<file path="config.mk">
export PLATFORM = sky130hd
export DESIGN_NAME = clksel_sequencer_flat
export DESIGN_NICKNAME = d
export VERILOG_FILES = /design/src/rtl/clksel_sequencer_if.sv /design/src/rtl/clksel_sequencer.sv /design/src/flat_wrapper.sv
export SDC_FILE = /design/constraint.sdc
export NUM_CORES = 1
export LEC_CHECK = 0
export CORE_UTILIZATION = 45
export CTS_CLUSTER_SIZE = 28
export DETAILED_ROUTE_END_ITERATION = 6
export PLACE_DENSITY = 0.75
export SYNTH_ARGS = -nofsm -noshare
export SYNTH_HDL_FRONTEND = slang
export SYNTH_SLANG_ARGS = --single-unit
</file>
<file path="constraint.sdc">
create_clock -name i_hsclk_in -period 2.05 [get_ports i_hsclk_in]
set_input_delay 0.41 -clock i_hsclk_in [delete_from_list [all_inputs] [get_ports i_hsclk_in]]
set_output_delay 0.41 -clock i_hsclk_in [all_outputs]
set_load 0.01 [all_outputs]
</file>
<file path="src/rtl/clksel_sequencer_if.sv">
// CPU-side and clock-switch-side signals of the PHI2 clock-select sequencer.
// The slave view belongs to the sequencer; the master view drives it.
interface clksel_sequencer_if;
    // CPU access decode inputs and the divider write port
    logic       cpu_valid;
    logic [7:0] cpu_page;
    logic       force_ls;
    logic       div_wr;
    logic [1:0] div_wdata;
    // Switch feedback (asynchronous) and the registered switch controls
    logic       hsclk_selected;
    logic       lsclk_selected;
    logic       hsclk_sel;
    logic [1:0] cpuclk_div_sel;
    logic       cpu_stall;
    logic       sw_busy;
    logic       sw_timeout;

    modport slave (
        input  cpu_valid, cpu_page, force_ls, div_wr, div_wdata,
        input  hsclk_selected, lsclk_selected,
        output hsclk_sel, cpuclk_div_sel, cpu_stall, sw_busy, sw_timeout
    );

    modport master (
        output cpu_valid, cpu_page, force_ls, div_wr, div_wdata,
        output hsclk_selected, lsclk_selected,
        input  hsclk_sel, cpuclk_div_sel, cpu_stall, sw_busy, sw_timeout
    );
endinterface

</file>
<file path="src/rtl/clksel_sequencer.sv">
// Decides when the CPU clock moves between the fast clock and PHI2, stalling the CPU mid-switch.
// Optional CLKSEL_HOLDOFF_EN adds a minimum LS dwell before returning to the fast clock.
module clksel_sequencer #(
    parameter logic [7:0] SLOW_PAGE_LO = 8'hFC,
    parameter logic [7:0] SLOW_PAGE_HI = 8'hFE,
    parameter logic [1:0] DIV_RESET    = 2'b00,
    parameter logic [7:0] TMO_CYCLES   = 8'd255
`ifdef CLKSEL_HOLDOFF_EN
    ,
    parameter logic [3:0] LS_DWELL     = 4'd15
`endif
) (
    input  logic                     i_hsclk_in,
    input  logic                     i_rst,
    clksel_sequencer_if.slave        io_bus,
    output logic [1:0]               o_state
);

    typedef enum logic [1:0] {
        ST_LS    = 2'd0,
        ST_TO_HS = 2'd1,
        ST_HS    = 2'd2,
        ST_TO_LS = 2'd3
    } state_t;

    state_t     r_state;
    logic       r_hsclk_sel;
    logic       r_cpu_stall;
    logic       r_sw_busy;
    logic       r_sw_timeout;
    logic [7:0] r_tmo_cnt;
    logic [1:0] r_div_sel;
    logic [1:0] r_div_pend;
    logic       r_div_pend_vld;
    logic       r_hs_meta;
    logic       r_hs_s;
    logic       r_ls_meta;
    logic       r_ls_s;

    logic       w_in_slow_page;
    logic       w_slow_req;
    logic       w_fast_req;
    logic       w_ls_done;
    logic       w_hs_done;
    logic       w_dwell_done;
    logic [7:0] w_tmo_next;

    // Feedback from the switch lives in other clock domains
    always_ff @(posedge i_hsclk_in) begin
        if (i_rst) begin
            r_hs_meta <= 1'b0;
            r_hs_s    <= 1'b0;
            r_ls_meta <= 1'b0;
            r_ls_s    <= 1'b0;
        end else begin
            r_hs_meta <= io_bus.hsclk_selected;
            r_hs_s    <= r_hs_meta;
            r_ls_meta <= io_bus.lsclk_selected;
            r_ls_s    <= r_ls_meta;
        end
    end

    assign w_in_slow_page = (io_bus.cpu_page >= SLOW_PAGE_LO) && (io_bus.cpu_page <= SLOW_PAGE_HI);
    assign w_slow_req     = io_bus.cpu_valid & (io_bus.force_ls | w_in_slow_page);
    assign w_fast_req     = io_bus.cpu_valid & ~w_slow_req;
    assign w_ls_done      = r_ls_s & ~r_hs_s;
    assign w_hs_done      = r_hs_s & ~r_ls_s;
    assign w_tmo_next     = r_tmo_cnt + 8'd1;

`ifdef CLKSEL_HOLDOFF_EN
    logic [3:0] r_dwell;

    // Held at LS_DWELL outside LS so it is full on the entry edge
    always_ff @(posedge i_hsclk_in) begin
        if (i_rst) begin
            r_dwell <= LS_DWELL;
        end else if (r_state != ST_LS) begin
            r_dwell <= LS_DWELL;
        end else if (r_dwell != 4'd0) begin
            r_dwell <= r_dwell - 4'd1;
        end
    end

    assign w_dwell_done = (r_dwell == 4'd0);
`else
    assign w_dwell_done = 1'b1;
`endif

    always_ff @(posedge i_hsclk_in) begin
        if (i_rst) begin
            r_state      <= ST_LS;
            r_hsclk_sel  <= 1'b0;
            r_cpu_stall  <= 1'b0;
            r_sw_busy    <= 1'b0;
            r_sw_timeout <= 1'b0;
            r_tmo_cnt    <= 8'd0;
        end else begin
            case (r_state)
                ST_HS: begin
                    if (w_slow_req) begin
                        r_state     <= ST_TO_LS;
                        r_hsclk_sel <= 1'b0;
                        r_cpu_stall <= 1'b1;
                        r_sw_busy   <= 1'b1;
                        r_tmo_cnt   <= 8'd0;
                    end
                end
                ST_TO_LS: begin
                    if (w_ls_done) begin
                        r_state     <= ST_LS;
                        r_cpu_stall <= 1'b0;
                        r_sw_busy   <= 1'b0;
                    end else if (r_tmo_cnt != TMO_CYCLES) begin
                        r_tmo_cnt <= w_tmo_next;
                        if (w_tmo_next == TMO_CYCLES) begin
                            r_sw_timeout <= 1'b1;
                        end
                    end
                end
                ST_LS: begin
                    if (w_fast_req && w_dwell_done) begin
                        r_state     <= ST_TO_HS;
                        r_hsclk_sel <= 1'b1;
                        r_cpu_stall <= 1'b1;
                        r_sw_busy   <= 1'b1;
                        r_tmo_cnt   <= 8'd0;
                    end
                end
                ST_TO_HS: begin
                    if (w_hs_done) begin
                        r_state     <= ST_HS;
                        r_cpu_stall <= 1'b0;
                        r_sw_busy   <= 1'b0;
                    end else if (r_tmo_cnt != TMO_CYCLES) begin
                        r_tmo_cnt <= w_tmo_next;
                        if (w_tmo_next == TMO_CYCLES) begin
                            r_sw_timeout <= 1'b1;
                        end
                    end
                end
                default: begin
                    r_state <= ST_LS;
                end
            endcase
        end
    end

    // The divider only moves while PHI2 is the selected clock; a same-cycle write re-arms pending
    always_ff @(posedge i_hsclk_in) begin
        if (i_rst) begin
            r_div_sel      <= DIV_RESET;
            r_div_pend     <= 2'b00;
            r_div_pend_vld <= 1'b0;
        end else begin
            if ((r_state == ST_LS) && r_div_pend_vld) begin
                r_div_sel      <= r_div_pend;
                r_div_pend_vld <= 1'b0;
            end
            if (io_bus.div_wr) begin
                r_div_pend     <= io_bus.div_wdata;
                r_div_pend_vld <= 1'b1;
            end
        end
    end

    assign io_bus.hsclk_sel      = r_hsclk_sel;
    assign io_bus.cpuclk_div_sel = r_div_sel;
    assign io_bus.cpu_stall      = r_cpu_stall;
    assign io_bus.sw_busy        = r_sw_busy;
    assign io_bus.sw_timeout     = r_sw_timeout;
    assign o_state               = r_state;

endmodule

</file>
<file path="src/flat_wrapper.sv">
// flat-port wrapper written by rule: the top's interface ports become plain ports
module clksel_sequencer_flat 
#(
    parameter logic [7:0] SLOW_PAGE_LO = 8'hFC,
    parameter logic [7:0] SLOW_PAGE_HI = 8'hFE,
    parameter logic [1:0] DIV_RESET    = 2'b00,
    parameter logic [7:0] TMO_CYCLES   = 8'd255

)
  (i_hsclk_in, i_rst, o_state, io_bus_cpu_valid, io_bus_cpu_page, io_bus_force_ls, io_bus_div_wr, io_bus_div_wdata, io_bus_hsclk_selected, io_bus_lsclk_selected, io_bus_hsclk_sel, io_bus_cpuclk_div_sel, io_bus_cpu_stall, io_bus_sw_busy, io_bus_sw_timeout);
  clksel_sequencer_if io_bus_i ();
  input  logic i_hsclk_in;
  input  logic i_rst;
  output logic [1:0] o_state;
  input wire logic [$bits(io_bus_i.cpu_valid)-1:0] io_bus_cpu_valid;
  input wire logic [$bits(io_bus_i.cpu_page)-1:0] io_bus_cpu_page;
  input wire logic [$bits(io_bus_i.force_ls)-1:0] io_bus_force_ls;
  input wire logic [$bits(io_bus_i.div_wr)-1:0] io_bus_div_wr;
  input wire logic [$bits(io_bus_i.div_wdata)-1:0] io_bus_div_wdata;
  input wire logic [$bits(io_bus_i.hsclk_selected)-1:0] io_bus_hsclk_selected;
  input wire logic [$bits(io_bus_i.lsclk_selected)-1:0] io_bus_lsclk_selected;
  output wire logic [$bits(io_bus_i.hsclk_sel)-1:0] io_bus_hsclk_sel;
  output wire logic [$bits(io_bus_i.cpuclk_div_sel)-1:0] io_bus_cpuclk_div_sel;
  output wire logic [$bits(io_bus_i.cpu_stall)-1:0] io_bus_cpu_stall;
  output wire logic [$bits(io_bus_i.sw_busy)-1:0] io_bus_sw_busy;
  output wire logic [$bits(io_bus_i.sw_timeout)-1:0] io_bus_sw_timeout;
  assign io_bus_i.cpu_valid = io_bus_cpu_valid;
  assign io_bus_i.cpu_page = io_bus_cpu_page;
  assign io_bus_i.force_ls = io_bus_force_ls;
  assign io_bus_i.div_wr = io_bus_div_wr;
  assign io_bus_i.div_wdata = io_bus_div_wdata;
  assign io_bus_i.hsclk_selected = io_bus_hsclk_selected;
  assign io_bus_i.lsclk_selected = io_bus_lsclk_selected;
  assign io_bus_hsclk_sel = io_bus_i.hsclk_sel;
  assign io_bus_cpuclk_div_sel = io_bus_i.cpuclk_div_sel;
  assign io_bus_cpu_stall = io_bus_i.cpu_stall;
  assign io_bus_sw_busy = io_bus_i.sw_busy;
  assign io_bus_sw_timeout = io_bus_i.sw_timeout;
  clksel_sequencer #(.SLOW_PAGE_LO(SLOW_PAGE_LO), .SLOW_PAGE_HI(SLOW_PAGE_HI), .DIV_RESET(DIV_RESET), .TMO_CYCLES(TMO_CYCLES)) u_core (.i_hsclk_in(i_hsclk_in), .i_rst(i_rst), .io_bus(io_bus_i), .o_state(o_state));
endmodule
</file>
# Yosys cells after proc, flatten, opt, wreduce, memory -nomap -nowiden
# Cells that the tools add are included.
[word_totals]
input_bits = 17
ff_bits = 22
elab_cells = 69
output_inout_bits = 8
[classes]
n_lt_le_gt_ge = 2
n_bitwise = 8
eq_ne = 11
add_sub_neg = 1
n_reduce_logical = 10
n_mux = 25
[ops]
columns = ["cell", "n"]
rows = [
  ["8-bit 2-to-1 mux", 5],
  ["8-bit one-hot mux with 4 select lines", 1],
  ["1-bit 2-to-1 mux", 11],
  ["8-bit by 1-bit adder with 8-bit output (second input constant)", 1],
  ["8-bit == test (second input constant)", 1],
  ["8-bit greater-or-equal comparator (second input constant)", 1],
  ["8-bit <= comparator (second input constant)", 1],
  ["2-bit 2-to-1 mux", 4],
  ["2-bit by 1-bit != test with 1-bit output (second input constant)", 4],
  ["8-bit != test (second input constant)", 1],
  ["2-bit one-hot mux with 4 select lines", 1],
  ["4-bit AND reduction", 2],
  ["3-bit AND reduction", 2],
  ["2-bit nonzero test", 3],
  ["1-bit bitwise AND", 4],
  ["2-bit == test (second input constant)", 2],
  ["2-bit != test (second input constant)", 2],
  ["1-bit one-hot mux with 2 select lines", 2],
  ["1-bit one-hot mux with 4 select lines", 1],
  ["1-bit NOT", 3],
  ["2-bit by 1-bit == test with 1-bit output (second input constant)", 1],
  ["1-bit logical AND", 2],
  ["2-bit logical NOT", 1],
  ["1-bit OR", 1],
]

# Longest topological paths before layout
# Gate-level depths: netlist (run 1).
[depth]
ltp_word = 8
depth_mapped = 9
ltp_nobuf = 7

# Worst setup path before layout (run 1)
# No wires, ideal clock.
[synth_path]
kind = "reg-to-reg"
startpoint = "register u_core.r_state[0] (netlist: u_core.o_state[0])"
endpoint = "register u_core.r_tmo_cnt[3]"
arrival_time_ns = 1.980
stages_incl_launch_ff = 9
required_ns = 1.919
setup_time_ns = 0.131
path_slack_ns = -0.061
period_less_slack_ns = 2.111
cell_sequence = "dfxtp_1 > inv_1 > ha_1 > or3b_1 > a41o_1 > o221a_2 > buf_6 > o311ai_1 > o41ai_1"
[synth_via]
elab_chain_cells = 3
[synth_rtl]
columns = ["item", "line_no", "text"]
rows = [
  ["start: declaration", "clksel_sequencer.sv:26", "state_t r_state;"],
  ["start signal: assignment", "clksel_sequencer.sv:91", "r_state <= ST_LS;"],
  ["start signal: assignment", "clksel_sequencer.sv:101", "r_state <= ST_TO_LS;"],
  ["start signal: assignment", "clksel_sequencer.sv:110", "r_state <= ST_LS;"],
  ["2-bit by 1-bit == test with 1-bit output (tied with other cells)", "clksel_sequencer.sv:98", "case (r_state)"],
  ["2-bit != test (no line) / 2-bit by 1-bit != test with 1-bit output (equally long branches)", "-", ""],
  ["4-bit AND reduction (no line)", "-", ""],
  ["end signal: assignment", "clksel_sequencer.sv:114", "r_tmo_cnt <= w_tmo_next;"],
  ["end signal: assignment", "clksel_sequencer.sv:135", "r_tmo_cnt <= w_tmo_next;"],
  ["end: declaration", "clksel_sequencer.sv:31", "logic [7:0] r_tmo_cnt;"],
]
# Parallel ways exist; a longest one is shown, timed or not.
# A chain may end at the register's enable or synchronous reset.

# Final worst setup path (run 1)
# Ends and elaborated chain as after synthesis.

==> metrics.txt, run 1 <==
WL met3=184 um; Metal-1 WL=about 1200 um; Commonest cells post-synth=dfxtp_1 (22), nand2_1 (13), a21oi_1 (8), nor2_1 (8); CP max stage cell=or3b_1; Top Metal Used=met4; initial DRC count=29; Leak=0.580 nW; CP Launch Type=flip-flop; Post-DRT Antenna Nets=0; CP cell instances=inv_1 > ha_1 > or3b_1 > a41o_1 > o221a_4 > o311ai_2 > o41ai_2; synthesized flop and latch total=22; most common flop cell mapped by yosys=dfxtp_1; Final Hold Viols=0; # setup viols final=0; final worst setup slack=around 0.11 ns; Syn-to-layout area delta=31.5%; Net count, final=191; Hold Path Class=flip-flop to flip-flop; die width=~53 um; met2 WL post-DR=1150 um; unrepaired setup endpoints after global routing=false; detailed placement HPWL=1950 um; # Max-Cap Violations=0; first-pass GRT wire length=between 4000 and 5000 um; Buf+Inv Stages, Crit Path=1; dpl ws=-0.293 ns; mean area per synthesized cell=8.65 sq um; vias in the first global route=1030; H-Tree Level Count=1; Residual DRC=0; Clock Latency Late Sink=0.30 ns; Global Route Usage Sum=0.211; Core Area=between 2000 and 2500 sq um; relative slew slack=0.664; Sink Count=22; critical path's top delay family=compound AO/OA/AOI/OAI gates; Routed WL=2590 um; clock root cell=clkbuf_4; Synth cell types=41; Via Count=1112; Worst Tran Pin Value=around 0.50 ns; max-slew violations=0; Fin Clk Skew=0.00549 ns; drt wl/cell=between 10 and 15 um; critical path class=flip-flop to flip-flop; endpoint class of the critical path=flip-flop; Yosys warnings=0; # hold bufs at CTS=0; Clock Path Buffers=2; Port Buf Inserts=24; main area contributors after synthesis=dfxtp_1 (37%), ha_1 (7.4%), nand2_1 (4.1%), a21oi_1 (3.4%), xor2_1 (3.0%); number of synthesized flops with an enable pin=0; die area=2820 sq um; Critical Path AT=2.13 ns; clock-pin transition on the worst setup and hold timing paths=0.11 ns; Die H=53.1 um; largest net degree at the start of global routing=17; TritonCTS buffer count=3; Initial DRT Pass Iterations=4; CTS tree=yes; routed vias/inst=5.70; FP Rows=18; number of diodes=0; routability cong.=0.859; fin crit share=0.945; maximum vdd drop=0.619 mV; register area share after synthesis=0.374; Critical Path Source=u_core.o_state[0]; WP data required=2.24 ns; initial antenna violation count=0; Hold Crit Start=u_core.r_hs_meta; Crit path depth=7; setup bufs post-CTS=0; Reg2Reg Depth=7; status=complete, no violations; I/O pin cnt=25; Initial Utilization=0.475; critical path's largest stage delay=between 0.3 and 0.4 ns; FFs w/ async S/R, synth=0; final worst path period need=1.94 ns; Synth area leader=dfxtp_1; Hold Path Cell Cnt=1; Post-Syn Instances=136; post-synthesis cell area=1180 sq um; fmax=516 MHz; gr ovfl total=0; total power=1.46 mW; r2r startpoint=u_core.o_state[0]; Power Dens Cells=945 nW/um^2; worst-path fanout max=12; most numerous cell in the Yosys netlist=dfxtp_1; syn_nets=160; share of layout cells above drive strength 1=0.145; Yosys top cell area share=0.374
routing by layer:
layer | up-vias | global-route usage
li1 | 553 | -
met1 | 512 | 0.268
met2 | 41 | 0.325
met3 | 6 | 0.0431
met4 | 0 | 0.127
met5 | - | 0
power by group:
group / total (mW) / switching [mW] / leakage (nW) / internal, mW
clock: 0.192 / 0.123 / 0.0138 / 0.0686
sequential: 0.526 / 0.0433 / 0.180 / 0.483
combinational: 0.743 / 0.395 / 0.387 / 0.348
total: 1.46 / 0.562 / 0.580 / 0.900
path summary, 6_finish.rpt:
check | to | slack [ns]
worst max register to register | u_core.r_tmo_cnt[3] | 0.11
worst max-delay path | u_core.r_tmo_cnt[3] | 0.11
worst min-delay path | u_core.r_hs_s | 0.45
worst min register to register | u_core.r_hs_s | 0.45
flip-flops by register name (all words and copies together), names as in the netlist:
name	count
u_core.io_bus.hsclk_sel	1
u_core.io_bus.sw_timeout	1
u_core.r_hs_meta	1
u_core.io_bus.cpuclk_div_sel	2
u_core.o_state	2
u_core.r_hs_s	1
u_core.r_div_pend_vld	1
u_core.io_bus.cpu_stall	1
u_core.r_div_pend	2
u_core.r_ls_s	1
u_core.r_ls_meta	1
u_core.r_tmo_cnt	8
cell type report:
type                            count  area [sq um]
Clock buffer                        3          22.5
Fill cell                         217           931
Inverter                            8          30.0
Multi-Input combinational cell     99           703
Sequential cell                    22           442
Tap cell                           30          37.5
Timing Repair Buffer               33           312
repair_timing:
| item | CTS | global route |
|---|---|---|
| endpoints found under the setup margin | 1 | 2 |
| gates resized for setup | 1 | 6 |
| cloned | 0 | 0 |
| pin swaps | 0 | 1 |
cell families (layout without fill, tap and decap cells):
| group | after synthesis | count (layout) | synth area share |
|---|---|---|---|
| AOI/OAI and AO/OA | 34 | 34 | 0.207 |
| xor gates and xnor gates | 4 | 4 | 0.0298 |
| adders and majority gates | 7 | 7 | 0.0745 |
| buffers and inverters | 15 | 44 | 0.0575 |
| DFF | 22 | 22 | 0.374 |
| muxes | 2 | 2 | 0.0170 |
| and+or+nand+nor | 52 | 52 | 0.239 |
placed cells by master, fill, tap and decap left out, types with 2 or more instances in the layout:
cell             count
a31o_2               3
dfxtp_1             21
a31oi_1              2
nor3_1               3
a21oi_1              8
nor2b_1              5
o21ai_0              4
ha_1                 6
xor2_1               4
nand4_1              3
nor4_1               4
buf_4                8
nand3_1              6
and4_1               2
nor2_1               8
clkdlybuf4s50_1     24
mux2i_1              2
o21ai_1              2
nand2b_1             3
nand2_1             12
clkbuf_4             3
inv_1                7
through the flow:
stage,TNS (ns),instances,hold WS (ns),utilization,area (sq um)
floorplan,0,136,0.414,-,1180
global placement,-0.856,192,0.420,0.599,1490
detailed placement,-1.41,192,0.427,0.599,1490
CTS,0,195,0.458,0.612,1520
global route,0,195,0.465,0.624,1550
finish,0,195,0.452,0.624,1550
Power figures use the tool's default switching activity.
==> run 2: changes to the inputs <==
Settings changed: CTS_CLUSTER_DIAMETER from default to 120.
==> results of run 2 <==
No change in the layout: final DEF, timing and power equal those of run 1.
==> run 3: changes to the inputs <==
Settings changed: CORE_UTILIZATION 45 to 31, HOLD_SLACK_MARGIN from default to 0.15, PLACE_DENSITY 0.75 to default.
==> run 3 against run 2 <==
First-iteration DRC count increased by 34%. Sequential share of layout area decreased by 0.82 points. Sequential cell count unchanged. Cell area increased by 3.2%. Largest power group unchanged.
==> metrics.txt, run 3 (synthesis results as in run 1) <==
status=complete, no violations; CP max stage cell=clkdlybuf4s50_1; most common cell after layout, fill and taps aside=clkdlybuf4s50_1; largest net degree at the start of global routing=17 (unchanged); detailed placement HPWL=2100 um (+7.8%); dpl cells=210 (+9.4%); die area=4040 sq um (+43%); CP cell instances=clkdlybuf4s50_1 > or3b_1 > a41o_1 > o221a_4 > o311ai_2 > o41ai_2; max reg flops=8 (unchanged); Via Count=1151 (+3.5%); initial antenna violation count=0 (unchanged); die width=63.6 um (+20%); Critical Path Source=io_bus_cpu_valid; max-slew violations=0 (unchanged); clock-pin transition on the worst setup and hold timing paths=0.08 ns (-0.03 ns); CP Launch Type=input pin; FP Rows=22 (+4); Initial Utilization=0.321 (-0.153); Initial DRT Pass Iterations=4 (unchanged); Residual DRC=0 (unchanged); Global Route Usage Sum=0.145 (-0.0664); most frequent cells in the layout=clkdlybuf4s50_1 (24), dfxtp_1 (20), nand2_1 (12); Power Dens Cells=1000 nW/um^2 (+5.8%); cell area after layout=1600 sq um (+3.2%); Final Core Density=0.436 (-0.188); total power=1.60 mW (+9.2%); relative slew slack=0.599 (-0.0648); critical path's largest stage delay=0.48 ns (+0.11 ns); Sink Count=22 (unchanged); Leak=0.596 nW (+2.6%); CTS tree=yes; first-pass GRT wire length=4670 um (+8.5%); H-Tree Level Count=1 (unchanged); share of layout cells above drive strength 1=0.151 (+0.00515); number of diodes=0 (unchanged); Filler Cells Inserted=357 (+65%); Critical Path End=u_core.r_tmo_cnt[3]; # setup viols final=0 (unchanged); maximum vdd drop=0.407 mV (-34%); fmax=514 MHz (-0.48%); Clock Path Buffers=2 (unchanged); Hold Path Class=flip-flop to flip-flop; worst-path fanout max=12 (unchanged); CTS resizes=0 (-1); Reg2Reg Setup Slack=0.12 ns (about the same); final worst path period need=1.95 ns (+0.00925 ns); Post-Layout Cell Count=214 (+9.7%); Syn-to-layout area delta=35.7%; clock root cell=clkbuf_8; fin crit share=0.950 (+0.00451); Post-DRT Antenna Nets=0 (unchanged); vias in the first global route=1065 (+3.4%); Buf+Inv Stages, Crit Path=1 (unchanged); Critical Path AT=2.09 ns (-0.04 ns); drt wl/cell=13.7 um (+3.0%); Port Buf Inserts=24 (unchanged); Worst Tran Pin Value=0.597 ns (+0.0966 ns); # Max-Cap Violations=0 (unchanged); setup bufs post-CTS=0 (unchanged); Fin Clk Skew=0.00195 ns (-0.00354 ns); Final Hold Viols=0 (unchanged); Clock Latency Late Sink=0.26 ns (-0.04 ns); Core Area=3660 sq um (+48%); unrepaired setup endpoints after global routing=false; Reg2Reg Depth=7 (unchanged); r2r startpoint=u_core.o_state[0]; WP data required=2.20 ns (-0.04 ns); Crit path depth=6 (-1); endpoint class of the critical path=flip-flop; critical path class=input pin to flip-flop; gr ovfl total=0 (unchanged); routability cong.=0.834 (-2.9%); Biggest register=u_core.r_tmo_cnt; RR Endpoint=u_core.r_tmo_cnt[3]; initial DRC count=39 (+34%); Net count, final=191 (unchanged); Die H=63.6 um (+20%); TritonCTS buffer count=3 (unchanged); routed vias/inst=5.38 (-5.7%); Routed WL=2920 um (+13%); setup TNS=0 ns (unchanged); Placed Area=1510 sq um (+1.5%); I/O pin cnt=25 (unchanged); critical path's top delay family=compound AO/OA/AOI/OAI gates; # hold bufs at CTS=0 (unchanged)
==> run 3: changes by cell type in the layout (fill, tap and decap cells not counted), sizes merged <==
| cell | change |
|---|---|
| clkbuf | +1 |
==> run 3: cell type report <==
| class | instances | area [sq um] | share of cell area |
|---|---|---|---|
| multi-input cells | 99 | 701 | 0.439 |
| inverters | 8 | 30.0 | 0.0188 |
| flip-flops and latches | 22 | 443 | 0.277 |
| repair buffers | 33 | 308 | 0.193 |
| well taps | 48 | 60.1 | 0.0376 |
| clock buffers | 4 | 55.1 | 0.0345 |
==> run 3: worst min path at each step <==
| stage | startpoint | end | cells past startpoint |
|---|---|---|---|
| 3_3_place_gp | u_core.r_ls_meta | u_core.r_ls_s | 1 |
| 5_1_grt | u_core.r_ls_meta | u_core.r_ls_s | 1 |
| 4_1_cts | u_core.r_hs_meta | u_core.r_hs_s | 1 |
| 6_report | u_core.r_hs_meta | u_core.r_hs_s | 1 |
| 3_5_place_dp | u_core.r_hs_meta | u_core.r_hs_s | 1 |
| 2_1_floorplan | u_core.r_hs_meta | u_core.r_hs_s | 1 |
==> run 3: metal layers <==
layer,share of wire,vias to the layer above,track usage
met2,0.51,47,0.269
met3,0.048,7,0.0326
met4,0.012,0,0.0341
li1,-,557,-
met1,0.43,540,0.166
met5,0,-,0
==> run 3: metrics by stage <==
| step | setup slack [ns] | hold WS [ns] |
|---|---|---|
| after CTS | 0.0809 | 0.447 |
| final | 0.103 | 0.446 |
| after global placement | -0.149 | 0.421 |
| after floorplan | 0.0179 | 0.414 |
| after detailed placement | -0.182 | 0.432 |
| after global routing | 0.0135 | 0.467 |
==> run 3: report_power, final <==
group / switching, mW / leakage (nW) / internal (mW)
registers: 0.0484 / 0.181 / 0.485
clock network: 0.143 / 0.0288 / 0.171
logic: 0.411 / 0.386 / 0.338
total: 0.603 / 0.596 / 0.994
==> run 3: worst reg2reg max path: stages, from the launching register on <==
cell and delay (ns):
dfxtp_2 0.33, inv_1 0.05, ha_1 0.21, or3b_1 0.38, a41o_1 0.24, o221a_4 0.19
o311ai_2 0.31, o41ai_2 0.11
